$ cat src/rtl/pipe_hazard_ctrl_pkg.sv
`default_nettype none
// ============================================================================
// Module      : pipe_ctrl_pkg
// Description : Shared FSM states, forwarding encodings and forwarding helper
//               for the pipeline hazard controller.
// Revision    : 1.0 - initial release
// ============================================================================
package pipe_ctrl_pkg;

    typedef enum logic [1:0] {
        ST_RUN      = 2'd0,
        ST_MEM_WAIT = 2'd1,
        ST_ERR      = 2'd2
    } state_t;

    localparam logic [1:0] FWD_RF = 2'b00;
    localparam logic [1:0] FWD_M  = 2'b01;
    localparam logic [1:0] FWD_W  = 2'b10;

    // The younger producer (M) wins over W; x0 is hard-wired zero.
    function automatic logic [1:0] fwd_sel(
        input logic [4:0] rs,
        input logic       wr_m,
        input logic [4:0] rd_m,
        input logic       wr_w,
        input logic [4:0] rd_w
    );
        logic [1:0] sel;
        sel = FWD_RF;
        if (wr_m && (rd_m != 5'd0) && (rd_m == rs)) begin
            sel = FWD_M;
        end else if (wr_w && (rd_w != 5'd0) && (rd_w == rs)) begin
            sel = FWD_W;
        end
        return sel;
    endfunction

endpackage
`default_nettype wire

$ cat src/rtl/pipe_hazard_ctrl_if.sv
`default_nettype none
// ============================================================================
// Module      : pipe_hazard_ctrl_if
// Description : Bundle between the pipeline datapath (master) and the hazard
//               controller (slave).
// Revision    : 1.0 - initial release
// ============================================================================
interface pipe_hazard_ctrl_if #(
    parameter int CNT_W = 32
);
    logic [4:0]       rs1_addr_D;
    logic [4:0]       rs2_addr_D;
    logic [4:0]       rs1_addr_E;
    logic [4:0]       rs2_addr_E;
    logic [4:0]       rd_addr_E;
    logic [4:0]       rd_addr_M;
    logic [4:0]       rd_addr_W;
    logic             reg_wr_en_E;
    logic             reg_wr_en_M;
    logic             reg_wr_en_W;
    logic             is_load_E;
    logic             br_taken_E;
    logic             mem_req_M;
    logic             mem_ack;

    logic             pc_en;
    logic             en_FD;
    logic             en_DE;
    logic             en_EM;
    logic             en_MW;
    logic             flush_FD;
    logic             flush_DE;
    logic             flush_EM;
    logic             flush_MW;
    logic [1:0]       fwd_a_sel;
    logic [1:0]       fwd_b_sel;
    logic [CNT_W-1:0] stall_cnt;
    logic [CNT_W-1:0] flush_cnt;
    logic             mem_err;

    modport slave (
        input  rs1_addr_D, rs2_addr_D, rs1_addr_E, rs2_addr_E,
        input  rd_addr_E, rd_addr_M, rd_addr_W,
        input  reg_wr_en_E, reg_wr_en_M, reg_wr_en_W,
        input  is_load_E, br_taken_E, mem_req_M, mem_ack,
        output pc_en, en_FD, en_DE, en_EM, en_MW,
        output flush_FD, flush_DE, flush_EM, flush_MW,
        output fwd_a_sel, fwd_b_sel, stall_cnt, flush_cnt, mem_err
    );

    modport master (
        output rs1_addr_D, rs2_addr_D, rs1_addr_E, rs2_addr_E,
        output rd_addr_E, rd_addr_M, rd_addr_W,
        output reg_wr_en_E, reg_wr_en_M, reg_wr_en_W,
        output is_load_E, br_taken_E, mem_req_M, mem_ack,
        input  pc_en, en_FD, en_DE, en_EM, en_MW,
        input  flush_FD, flush_DE, flush_EM, flush_MW,
        input  fwd_a_sel, fwd_b_sel, stall_cnt, flush_cnt, mem_err
    );

endinterface
`default_nettype wire

$ cat src/rtl/pipe_hazard_ctrl_sat_cnt.sv
`default_nettype none
// ============================================================================
// Module      : sat_cnt
// Description : Up-counter that sticks at all-ones instead of wrapping.
// Revision    : 1.0 - initial release
// ============================================================================
module sat_cnt #(
    parameter int WIDTH = 32
) (
    input  wire logic             clk,
    input  wire logic             rst_n,
    input  wire logic             inc,
    output logic      [WIDTH-1:0] count
);

    always_ff @(posedge clk or negedge rst_n) begin
        if (!rst_n) begin
            count <= '0;
        end else if (inc && (count != {WIDTH{1'b1}})) begin
            count <= count + WIDTH'(1);
        end
    end

endmodule
`default_nettype wire

$ cat src/rtl/pipe_hazard_ctrl.sv
`default_nettype none
// ============================================================================
// Module      : pipe_hazard_ctrl
// Description : 5-stage pipeline stall/flush/forward control with data-memory
//               wait handling, timeout error and performance counters.
// Revision    : 1.0 - initial release
// ============================================================================
module pipe_hazard_ctrl
    import pipe_ctrl_pkg::*;
#(
    parameter int TIMEOUT_CYC = 255,
    parameter int CNT_W       = 32
) (
    input  wire logic         clk,
    input  wire logic         rst_n,
    pipe_hazard_ctrl_if.slave bus
);

    localparam int                  c_WAIT_W    = (TIMEOUT_CYC > 1) ? $clog2(TIMEOUT_CYC) : 1;
    localparam logic [c_WAIT_W-1:0] c_WAIT_LAST = c_WAIT_W'(TIMEOUT_CYC - 1);

    state_t              r_state;
    state_t              w_state_nxt;
    logic [c_WAIT_W-1:0] r_wait_cnt;
    logic [c_WAIT_W-1:0] w_wait_nxt;
    logic                w_freeze;
    logic                w_active;
    logic                w_hazard_ok;
    logic                w_load_use;
    logic                w_branch;
    logic                w_stall;

    always_ff @(posedge clk or negedge rst_n) begin
        if (!rst_n) begin
            r_state    <= ST_RUN;
            r_wait_cnt <= '0;
        end else begin
            r_state    <= w_state_nxt;
            r_wait_cnt <= w_wait_nxt;
        end
    end

    // r_wait_cnt holds the number of ack-less MEM_WAIT cycles already spent.
    always_comb begin
        w_state_nxt = r_state;
        w_wait_nxt  = r_wait_cnt;
        w_freeze    = 1'b0;
        case (r_state)
            ST_RUN: begin
                if (bus.mem_req_M && !bus.mem_ack) begin
                    w_freeze    = 1'b1;
                    w_state_nxt = ST_MEM_WAIT;
                    w_wait_nxt  = '0;
                end
            end
            ST_MEM_WAIT: begin
                if (bus.mem_ack) begin
                    w_state_nxt = ST_RUN;
                end else begin
                    w_freeze = 1'b1;
                    if (r_wait_cnt == c_WAIT_LAST) begin
                        w_state_nxt = ST_ERR;
                    end else begin
                        w_wait_nxt = r_wait_cnt + c_WAIT_W'(1);
                    end
                end
            end
            ST_ERR: begin
                w_state_nxt = ST_ERR;
            end
            default: begin
                w_state_nxt = ST_RUN;
                w_wait_nxt  = '0;
            end
        endcase
    end

    assign w_active    = rst_n && (r_state != ST_ERR);
    assign w_hazard_ok = w_active && !w_freeze;
    assign w_load_use  = bus.is_load_E && bus.reg_wr_en_E && (bus.rd_addr_E != 5'd0) &&
                         ((bus.rd_addr_E == bus.rs1_addr_D) || (bus.rd_addr_E == bus.rs2_addr_D));
    assign w_branch    = w_hazard_ok && bus.br_taken_E;
    assign w_stall     = w_hazard_ok && !bus.br_taken_E && w_load_use;

    always_comb begin
        bus.pc_en    = 1'b1;
        bus.en_FD    = 1'b1;
        bus.en_DE    = 1'b1;
        bus.en_EM    = 1'b1;
        bus.en_MW    = 1'b1;
        bus.flush_FD = 1'b0;
        bus.flush_DE = 1'b0;
        bus.flush_EM = 1'b0;
        bus.flush_MW = 1'b0;
        if (!rst_n) begin
            bus.pc_en    = 1'b0;
            bus.en_FD    = 1'b0;
            bus.en_DE    = 1'b0;
            bus.en_EM    = 1'b0;
            bus.en_MW    = 1'b0;
            bus.flush_FD = 1'b1;
            bus.flush_DE = 1'b1;
            bus.flush_EM = 1'b1;
            bus.flush_MW = 1'b1;
        end else if (r_state == ST_ERR) begin
            bus.pc_en = 1'b0;
            bus.en_FD = 1'b0;
            bus.en_DE = 1'b0;
            bus.en_EM = 1'b0;
            bus.en_MW = 1'b0;
        end else if (w_freeze) begin
            // M keeps its access; W takes a bubble so it does not write back twice.
            bus.pc_en    = 1'b0;
            bus.en_FD    = 1'b0;
            bus.en_DE    = 1'b0;
            bus.en_EM    = 1'b0;
            bus.flush_MW = 1'b1;
        end else if (w_branch) begin
            bus.flush_FD = 1'b1;
            bus.flush_DE = 1'b1;
        end else if (w_stall) begin
            bus.pc_en    = 1'b0;
            bus.en_FD    = 1'b0;
            bus.flush_DE = 1'b1;
        end
    end

    always_comb begin
        bus.fwd_a_sel = FWD_RF;
        bus.fwd_b_sel = FWD_RF;
        if (rst_n) begin
            bus.fwd_a_sel = fwd_sel(bus.rs1_addr_E, bus.reg_wr_en_M, bus.rd_addr_M,
                                    bus.reg_wr_en_W, bus.rd_addr_W);
            bus.fwd_b_sel = fwd_sel(bus.rs2_addr_E, bus.reg_wr_en_M, bus.rd_addr_M,
                                    bus.reg_wr_en_W, bus.rd_addr_W);
        end
    end

    assign bus.mem_err = (r_state == ST_ERR);

    sat_cnt #(.WIDTH(CNT_W)) u_stall_cnt (
        .clk   (clk),
        .rst_n (rst_n),
        .inc   ((w_active && w_freeze) || w_stall),
        .count (bus.stall_cnt)
    );

    sat_cnt #(.WIDTH(CNT_W)) u_flush_cnt (
        .clk   (clk),
        .rst_n (rst_n),
        .inc   (w_branch),
        .count (bus.flush_cnt)
    );

endmodule
`default_nettype wire

$ cat src/flat_wrapper.sv
// flat-port wrapper written by rule: the top's interface ports become plain ports
module pipe_hazard_ctrl_flat import pipe_ctrl_pkg::*;
#(
    parameter int TIMEOUT_CYC = 255,
    parameter int CNT_W       = 32
)
  (clk, rst_n, bus_rs1_addr_D, bus_rs2_addr_D, bus_rs1_addr_E, bus_rs2_addr_E, bus_rd_addr_E, bus_rd_addr_M, bus_rd_addr_W, bus_reg_wr_en_E, bus_reg_wr_en_M, bus_reg_wr_en_W, bus_is_load_E, bus_br_taken_E, bus_mem_req_M, bus_mem_ack, bus_pc_en, bus_en_FD, bus_en_DE, bus_en_EM, bus_en_MW, bus_flush_FD, bus_flush_DE, bus_flush_EM, bus_flush_MW, bus_fwd_a_sel, bus_fwd_b_sel, bus_stall_cnt, bus_flush_cnt, bus_mem_err);
  pipe_hazard_ctrl_if #(.CNT_W(CNT_W)) bus_i ();
  input  wire logic clk;
  input  wire logic rst_n;
  input wire logic [$bits(bus_i.rs1_addr_D)-1:0] bus_rs1_addr_D;
  input wire logic [$bits(bus_i.rs2_addr_D)-1:0] bus_rs2_addr_D;
  input wire logic [$bits(bus_i.rs1_addr_E)-1:0] bus_rs1_addr_E;
  input wire logic [$bits(bus_i.rs2_addr_E)-1:0] bus_rs2_addr_E;
  input wire logic [$bits(bus_i.rd_addr_E)-1:0] bus_rd_addr_E;
  input wire logic [$bits(bus_i.rd_addr_M)-1:0] bus_rd_addr_M;
  input wire logic [$bits(bus_i.rd_addr_W)-1:0] bus_rd_addr_W;
  input wire logic [$bits(bus_i.reg_wr_en_E)-1:0] bus_reg_wr_en_E;
  input wire logic [$bits(bus_i.reg_wr_en_M)-1:0] bus_reg_wr_en_M;
  input wire logic [$bits(bus_i.reg_wr_en_W)-1:0] bus_reg_wr_en_W;
  input wire logic [$bits(bus_i.is_load_E)-1:0] bus_is_load_E;
  input wire logic [$bits(bus_i.br_taken_E)-1:0] bus_br_taken_E;
  input wire logic [$bits(bus_i.mem_req_M)-1:0] bus_mem_req_M;
  input wire logic [$bits(bus_i.mem_ack)-1:0] bus_mem_ack;
  output wire logic [$bits(bus_i.pc_en)-1:0] bus_pc_en;
  output wire logic [$bits(bus_i.en_FD)-1:0] bus_en_FD;
  output wire logic [$bits(bus_i.en_DE)-1:0] bus_en_DE;
  output wire logic [$bits(bus_i.en_EM)-1:0] bus_en_EM;
  output wire logic [$bits(bus_i.en_MW)-1:0] bus_en_MW;
  output wire logic [$bits(bus_i.flush_FD)-1:0] bus_flush_FD;
  output wire logic [$bits(bus_i.flush_DE)-1:0] bus_flush_DE;
  output wire logic [$bits(bus_i.flush_EM)-1:0] bus_flush_EM;
  output wire logic [$bits(bus_i.flush_MW)-1:0] bus_flush_MW;
  output wire logic [$bits(bus_i.fwd_a_sel)-1:0] bus_fwd_a_sel;
  output wire logic [$bits(bus_i.fwd_b_sel)-1:0] bus_fwd_b_sel;
  output wire logic [$bits(bus_i.stall_cnt)-1:0] bus_stall_cnt;
  output wire logic [$bits(bus_i.flush_cnt)-1:0] bus_flush_cnt;
  output wire logic [$bits(bus_i.mem_err)-1:0] bus_mem_err;
  assign bus_i.rs1_addr_D = bus_rs1_addr_D;
  assign bus_i.rs2_addr_D = bus_rs2_addr_D;
  assign bus_i.rs1_addr_E = bus_rs1_addr_E;
  assign bus_i.rs2_addr_E = bus_rs2_addr_E;
  assign bus_i.rd_addr_E = bus_rd_addr_E;
  assign bus_i.rd_addr_M = bus_rd_addr_M;
  assign bus_i.rd_addr_W = bus_rd_addr_W;
  assign bus_i.reg_wr_en_E = bus_reg_wr_en_E;
  assign bus_i.reg_wr_en_M = bus_reg_wr_en_M;
  assign bus_i.reg_wr_en_W = bus_reg_wr_en_W;
  assign bus_i.is_load_E = bus_is_load_E;
  assign bus_i.br_taken_E = bus_br_taken_E;
  assign bus_i.mem_req_M = bus_mem_req_M;
  assign bus_i.mem_ack = bus_mem_ack;
  assign bus_pc_en = bus_i.pc_en;
  assign bus_en_FD = bus_i.en_FD;
  assign bus_en_DE = bus_i.en_DE;
  assign bus_en_EM = bus_i.en_EM;
  assign bus_en_MW = bus_i.en_MW;
  assign bus_flush_FD = bus_i.flush_FD;
  assign bus_flush_DE = bus_i.flush_DE;
  assign bus_flush_EM = bus_i.flush_EM;
  assign bus_flush_MW = bus_i.flush_MW;
  assign bus_fwd_a_sel = bus_i.fwd_a_sel;
  assign bus_fwd_b_sel = bus_i.fwd_b_sel;
  assign bus_stall_cnt = bus_i.stall_cnt;
  assign bus_flush_cnt = bus_i.flush_cnt;
  assign bus_mem_err = bus_i.mem_err;
  pipe_hazard_ctrl #(.TIMEOUT_CYC(TIMEOUT_CYC), .CNT_W(CNT_W)) u_core (.clk(clk), .rst_n(rst_n), .bus(bus_i));
endmodule
$ cat config.mk
export PLATFORM = sky130hd
export DESIGN_NAME = pipe_hazard_ctrl_flat
export DESIGN_NICKNAME = d
export VERILOG_FILES = /design/src/rtl/pipe_hazard_ctrl_pkg.sv /design/src/rtl/pipe_hazard_ctrl_if.sv /design/src/rtl/pipe_hazard_ctrl_sat_cnt.sv /design/src/rtl/pipe_hazard_ctrl.sv /design/src/flat_wrapper.sv
export SDC_FILE = /design/constraint.sdc
export NUM_CORES = 1
export LEC_CHECK = 0
export BUFFER_PORTS_ARGS = -buffer_cell sky130_fd_sc_hd__clkbuf_2
export CAP_MARGIN = 20
export CORE_ASPECT_RATIO = 0.75
export CORE_MARGIN = 2
export CORE_UTILIZATION = 40
export CTS_CLUSTER_SIZE = 25
export DETAILED_ROUTE_END_ITERATION = 10
export GPL_ROUTABILITY_DRIVEN = 1
export PLACE_DENSITY_LB_ADDON = 0.08
export SLEW_MARGIN = 20
export SYNTH_ARGS = -nofsm -noshare
export SYNTH_HDL_FRONTEND = slang
export SYNTH_HIERARCHICAL = 1
export SYNTH_SLANG_ARGS = --single-unit
$ cat constraint.sdc
create_clock -name clk -period 4.3 [get_ports clk]
set_input_delay 0.215 -clock clk [delete_from_list [all_inputs] [get_ports clk]]
set_output_delay 0.215 -clock clk [all_outputs]
set_load 0.05 [all_outputs]
Word level (Yosys, flattened, before mapping)

Cells that the tools add are included.

Flip-flop bits (word level): 74
Output and inout port bits: 78
Logic and storage cells: 93
Bits of input ports: 44

Bitwise operators: 1
Eq/ne operators: 16
Reduce and logical (&&, ||, !) cells: 29
$add $sub $neg: 3
Mux-type cells: 40

Operators with widths:

| cell                  | count |
|---|---|
| $add 32x1->32 const B | 2 |
| $ne 32x32->1 const B  | 2 |
| $eq 5x5->1            | 6 |
| $mux 1                | 25 |
| $mux 8                | 3 |
| $pmux 8 s3            | 1 |
| $logic_and 1x1->1     | 18 |
| $mux 2                | 9 |
| $reduce_bool 5->1     | 3 |
| $add 8x1->8 const B   | 1 |
| $eq 8x8->1 const B    | 1 |
| $ne 2x2->1 const B    | 3 |
| $pmux 2 s3            | 1 |
| $reduce_and 4->1      | 1 |
| $logic_not 1->1       | 3 |
| $ne 3x2->1 const B    | 1 |
| $eq 2x1->1 const B    | 1 |
| $eq 2x2->1 const B    | 1 |
| $logic_not 2->1       | 1 |
| $logic_or 1x1->1      | 2 |
| $ne 2x1->1 const B    | 1 |
| $pmux 1 s2            | 1 |
| $reduce_and 2->1      | 1 |
| $not 1->1             | 1 |

Logic depth before layout (Yosys ltp)

Word-level depth: 13
Depth in mapped cells: 11
Gate-level depth less buffers: 9

Hierarchy

The synthesis kept the hierarchy.

By module, submodules not included:

| module           | seq. area each (sq um) | cells each | area an instance (sq um) | times used |
|---|---|---|---|---|
| sat_cnt          | 800.8                  | 151        | 1,624.1                  | 2 |
| pipe_hazard_ctrl | 250.2                  | 138        | 1,129.8                  | 1 |

Worst setup path after synthesis

No wires, ideal clock.

Path type: register to register
Start: register u_core.r_state[1]
End: register u_core.u_stall_cnt.count[29]
Setup slack: 1.297 ns
Arrival: 2.921 ns
Cell stages (with the launch flop): 12
Buffers on the path: 2
Library setup time: 0.082 ns
Period minus slack after synthesis: 3.003 ns
Data required time: 4.218 ns
Cell sequence: dfrtp_1 -> buf_2 -> nor3_1 -> o31a_1 -> o211ai_1 -> o32ai_1 -> and3_1 -> nor2b_1 -> clkbuf_1 -> nand4_1 -> nor4_2 -> xor2_1

Cells in the longest elaborated chain, start to end: 8
Elaborated cells on any way between the ends: 12
Classes of those cells: eq/ne: 2; mux: 1; reduce/logical: 9

RTL lines:

| item                                                 | RTL line                       | source |
|---|---|---|
| start: declaration                                   | pipe_hazard_ctrl.sv:22         | `state_t r_state;` |
| start signal: assignment                             | pipe_hazard_ctrl.sv:38         | `r_state <= w_state_nxt;` |
| $eq 2x1->1 / $logic_not 2->1 (equally long branches) | pipe_hazard_ctrl.sv:48         | `case (r_state)` |
| $pmux 1 s2                                           | pipe_hazard_ctrl.sv:48         |  |
| $logic_not 1->1                                      | pipe_hazard_ctrl.sv:79         | `assign w_hazard_ok = w_active && !w_freeze;` |
| $logic_and 1x1->1                                    | pipe_hazard_ctrl.sv:79         |  |
| $logic_and 1x1->1 (2 in series)                      | pipe_hazard_ctrl.sv:83         | `assign w_stall = w_hazard_ok && !bus.br_taken_E && w_load_use;` |
| $logic_or 1x1->1 *                                   | pipe_hazard_ctrl.sv:144        | `.inc ((w_active && w_freeze) \|\| w_stall),` |
| $logic_and 1x1->1 *                                  | pipe_hazard_ctrl_sat_cnt.sv:19 | `end else if (inc && (count != {WIDTH{1'b1}})) begin` |
| end signal: assignment                               | pipe_hazard_ctrl_sat_cnt.sv:20 | `count <= count + WIDTH'(1);` |
| end: declaration                                     | pipe_hazard_ctrl_sat_cnt.sv:13 | `output logic [WIDTH-1:0] count` |

Every way passes the cells marked *; elsewhere a longest branch is shown, timed or not.
A chain may end at the register's enable or synchronous reset.

Worst setup path in the final report

Ends and elaborated chain as after synthesis.

==> results_tabular.tex <==
\begin{tabular}{lr}
\hline
Metric & Value \\
\hline
\multicolumn{2}{l}{\textbf{Status}} \\
Outcome & finished clean \\
\multicolumn{2}{l}{\textbf{Die}} \\
Ports & $\sim$120 \\
Num rows & 33 \\
Placeable core region & between 10000 and 15000 sq um \\
Die span in y & around 95 um \\
Chip width & between 100 and 150 um \\
Die ar. & about 12000 sq um \\
Starting density of the core & about two fifths \\
\multicolumn{2}{l}{\textbf{Layout}} \\
Most common library cell in the layout ignoring fill and taps & sky130\_fd\_sc\_hd\_\_clkbuf\_2 \\
Share of cells above drive strength 1 & between 20\% and 30\% \\
Area grow syn2layout & 22.8\% \\
Number of inserted diodes & 0 \\
Final Net Count & 611 \\
Most used cells in the layout excluding fill and tap cells & 120 x sky130\_fd\_sc\_hd\_\_clkbuf\_2, 74 x sky130\_fd\_sc\_hd\_\_dfrtp\_1, 54 x sky130\_fd\_sc\_hd\_\_xnor2\_1, 41 x sky130\_fd\_sc\_hd\_\_nand2\_1, 36 x sky130\_fd\_sc\_hd\_\_nand3\_1 \\
Post-layout util & around half \\
\multicolumn{2}{l}{\textbf{STA}} \\
Min Clock Period, post-route & a little over 3 ns \\
Count of pins over their slew limit & 0 \\
Final count of hold timing violations & 0 \\
Highest Clock Rate & between 0.3 and 0.4 GHz \\
Worst-margin pin slew & about 0.92 ns \\
Final Skew & approximately 0.0054 ns \\
Setup total negative slack & 0 ns \\
Endpoints failing setup & 0 \\
Unrepaired setup endpoints after global routing & false \\
Slew HR & between 30\% and 40\% \\
Tcrit/Tclk final & a little under three quarters \\
\multicolumn{2}{l}{\textbf{Placed design}} \\
Final HPWL DP & $\sim$8500 um \\
Port buffer count & between 100 and 150 \\
Final weighted congestion in routability-driven placement & between 0.9 and 1 \\
\multicolumn{2}{l}{\textbf{Routing}} \\
Number of design rule violations left after detail routing & 0 \\
Via count normalized by instance count & between 5 and 6 \\
Per-cell routed wire length & 16.2 um \\
First-pass iteration count of the detailed router & 4 \\
DRC marker count from the first detailed-route iteration & between 200 and 300 \\
Number of antenna-violating nets in the routed design & 0 \\
Total number of vias & 3858 \\
Total wire length after detailed routing & approximately 11000 um \\
\multicolumn{2}{l}{\textbf{Worst setup path}} \\
Capturing element type of the critical path & flip-flop \\
Startpoint-to-endpoint class of the critical path & flip-flop to flip-flop \\
CP max FO & 11 \\
Startpoint class of the critical path & flip-flop \\
Critical Path AT & around 3.3 ns \\
Cell count of the worst reg-to-reg path & 9 \\
Req. time, crit path & roughly 4.6 ns \\
\multicolumn{2}{l}{\textbf{Synthesis}} \\
Warnings, synthesis & 6 \\
Commonest register cell after synthesis & sky130\_fd\_sc\_hd\_\_dfrtp\_1 \\
Synth Instances & 440 \\
Number of flops mapped to enable cells by yosys & 0 \\
Cell area after synthesis & roughly 4400 sq um \\
Fraction of registers with async set/reset & 100\% \\
Nets in the synthesized netlist & approximately 490 \\
Portion of the post-synthesis area used by sequential elements & a little over two fifths \\
Number of distinct library cell variants in the gate-level netlist after synthesis & 53 \\
Flop and latch count out of synthesis & 74 \\
Average size of a mapped cell & about 9.9 sq um \\
\multicolumn{2}{l}{\textbf{Global routing}} \\
Vias in the first global route & between 3000 and 4000 \\
First-pass GRT wire length & $\sim$19000 um \\
Pin count of the biggest net entering global routing & 73 \\
Total grt overflow & 0 \\
Number of antenna violations at the first check in global routing & 0 \\
Total Routing Usage GR & 19.9\% \\
\multicolumn{2}{l}{\textbf{Worst hold path}} \\
Hold Path Depth & 3 \\
Path category of the worst min-delay check & primary input to flip-flop \\
\multicolumn{2}{l}{\textbf{Run}} \\
Number of max-cap violations & 0 \\
\multicolumn{2}{l}{\textbf{Power}} \\
Cell Pwr Density & 365 nW/um\^{}2 \\
Total power & slightly below 2 mW \\
Static leakage & 2.43 nW \\
Maximum VDD drop & 189 uV \\
\multicolumn{2}{l}{\textbf{Clock tree}} \\
Clock tree from TritonCTS & built \\
Clock sink count & 74 \\
Insertion delay to the later sink of the worst-skew pair & between 0.3 and 0.4 ns \\
Num CTS Buffers & 9 \\
Post-CTS Setup Inserts & 0 \\
H-tree depth reported by CTS & 3 \\
Root Buffer & sky130\_fd\_sc\_hd\_\_clkbuf\_16 \\
Clock slew at reported path FFs & approximately 0.06 ns \\
Resized cells post-CTS & 0 \\
Clock Path Buffers & 2 \\
\hline
\end{tabular}
==> metrics by stage <==
step / worst slack (ns) / hold WS (ns) / instance area, sq um / instances
2_1_floorplan: 1.30 / -0.0806 / 4380 / 440
3_3_place_gp: 1.39 / 0.0535 / 5090 / 691
3_5_place_dp: 1.26 / 0.0570 / 5090 / 691
4_1_cts: 1.24 / 0.137 / 5380 / 708
5_1_grt: 0.881 / 0.144 / 5380 / 708
6_report: 1.23 / 0.156 / 5380 / 708
==> final timing paths <==
kind / startpoint / endpoint / slack (ns)
worst max-delay path: u_core/r_state[1]$_DFFE_PN0P_ / u_core/u_stall_cnt/count[29]$_DFFE_PN0P_ / 1.23
worst min-delay path: bus_mem_req_M / u_core/r_state[0]$_DFFE_PN0P_ / 0.16
worst max register to register: u_core/r_state[1]$_DFFE_PN0P_ / u_core/u_stall_cnt/count[29]$_DFFE_PN0P_ / 1.23
worst min register to register: u_core/u_flush_cnt/count[31]$_DFFE_PN0P_ / u_core/u_flush_cnt/count[31]$_DFFE_PN0P_ / 0.50
max in group asynchronous: rst_n / u_core/u_stall_cnt/count[7]$_DFFE_PN0P_ / 2.90
min in group asynchronous: rst_n / u_core/r_state[0]$_DFFE_PN0P_ / 0.28
==> power by group <==
group          switching [mW]  leakage, nW  internal [mW]
registers              0.0801         1.01          0.747
clock network           0.298        0.127          0.388
logic                   0.325         1.29          0.125
==> registers in the layout, summed over array words and instances, names as in the netlist <==
signal                    flops
u_core/r_state                2
u_core/r_wait_cnt             8
u_core/u_flush_cnt/count     32
u_core/u_stall_cnt/count     32
==> layout make-up <==
cell class | instances | area, sq um
inverter | 8 | 30.0
clock buffer | 9 | 225
timing repair buffer | 123 | 626
tap | 140 | 175
fill | 1037 | 5400
clock inverter | 7 | 46.3
sequential | 74 | 1850
multi-input combinational | 347 | 2420
==> critical path, stage by stage, from the launching register on <==
cell	delay (ns)
sky130_fd_sc_hd__dfrtp_1	0.50
sky130_fd_sc_hd__and2_1	0.24
sky130_fd_sc_hd__o31a_1	0.24
sky130_fd_sc_hd__o211ai_1	0.16
sky130_fd_sc_hd__o32ai_1	0.48
sky130_fd_sc_hd__and3_1	0.31
sky130_fd_sc_hd__nor2b_1	0.51
sky130_fd_sc_hd__nand4_1	0.18
sky130_fd_sc_hd__nor4_2	0.20
sky130_fd_sc_hd__xor2_1	0.17
==> metal layers <==
metal / wire length (um) / vias to the layer above / GRT usage [%]
li1: - / 1856 / -
met1: 5660 / 1842 / 30.0
met2: 4840 / 140 / 27.4
met3: 833 / 20 / 5.89
met4: 158 / 0 / 5.81
met5: 0 / - / 0
==> cells by family (layout without fill, tap and decap cells) <==
group	Yosys count	after routing	share of synthesized area (%)
buf+inv	19	147	2.40
xor+xnor	88	88	17.6
fa+ha+maj	4	4	1.14
compound gates	38	38	6.94
mux	5	5	1.26
flops	74	74	42.3
simple gates	212	212	28.4
==> cell usage after synthesis, drive strengths merged (2+ instances only) <==
master / number / share of area (%)
dfrtp: 74 / 42
xnor2: 54 / 11
nand2: 43 / 3.8
nand3: 38 / 4.6
nand4: 35 / 5.3
xor2: 34 / 6.8
nor2: 25 / 2.1
nor3: 17 / 2.4
nor4: 15 / 3.1
and4: 10 / 2.1
or4: 10 / 2.1
buf: 8 / 1.5
inv: 8 / 0.69
o211ai: 8 / 1.4
a21oi: 6 / 0.69
and3: 4 / 0.57
ha: 4 / 1.1
mux2: 4 / 1.0
nor2b: 4 / 0.57
o31ai: 4 / 1.3
o41ai: 4 / 0.80
a21boi: 3 / 0.51
and2: 3 / 0.43
clkbuf: 3 / 0.26
or2: 3 / 0.43
a31oi: 2 / 0.29
nand3b: 2 / 0.34
o2111ai: 2 / 0.40
o21ai: 2 / 0.23
==> what timing repair did <==
action,in CTS,in global routing
hold buffers,1,0
endpoints found under the hold margin,5,0
setup endpoints to repair,0,0
(Power assumes the default switching activity.)
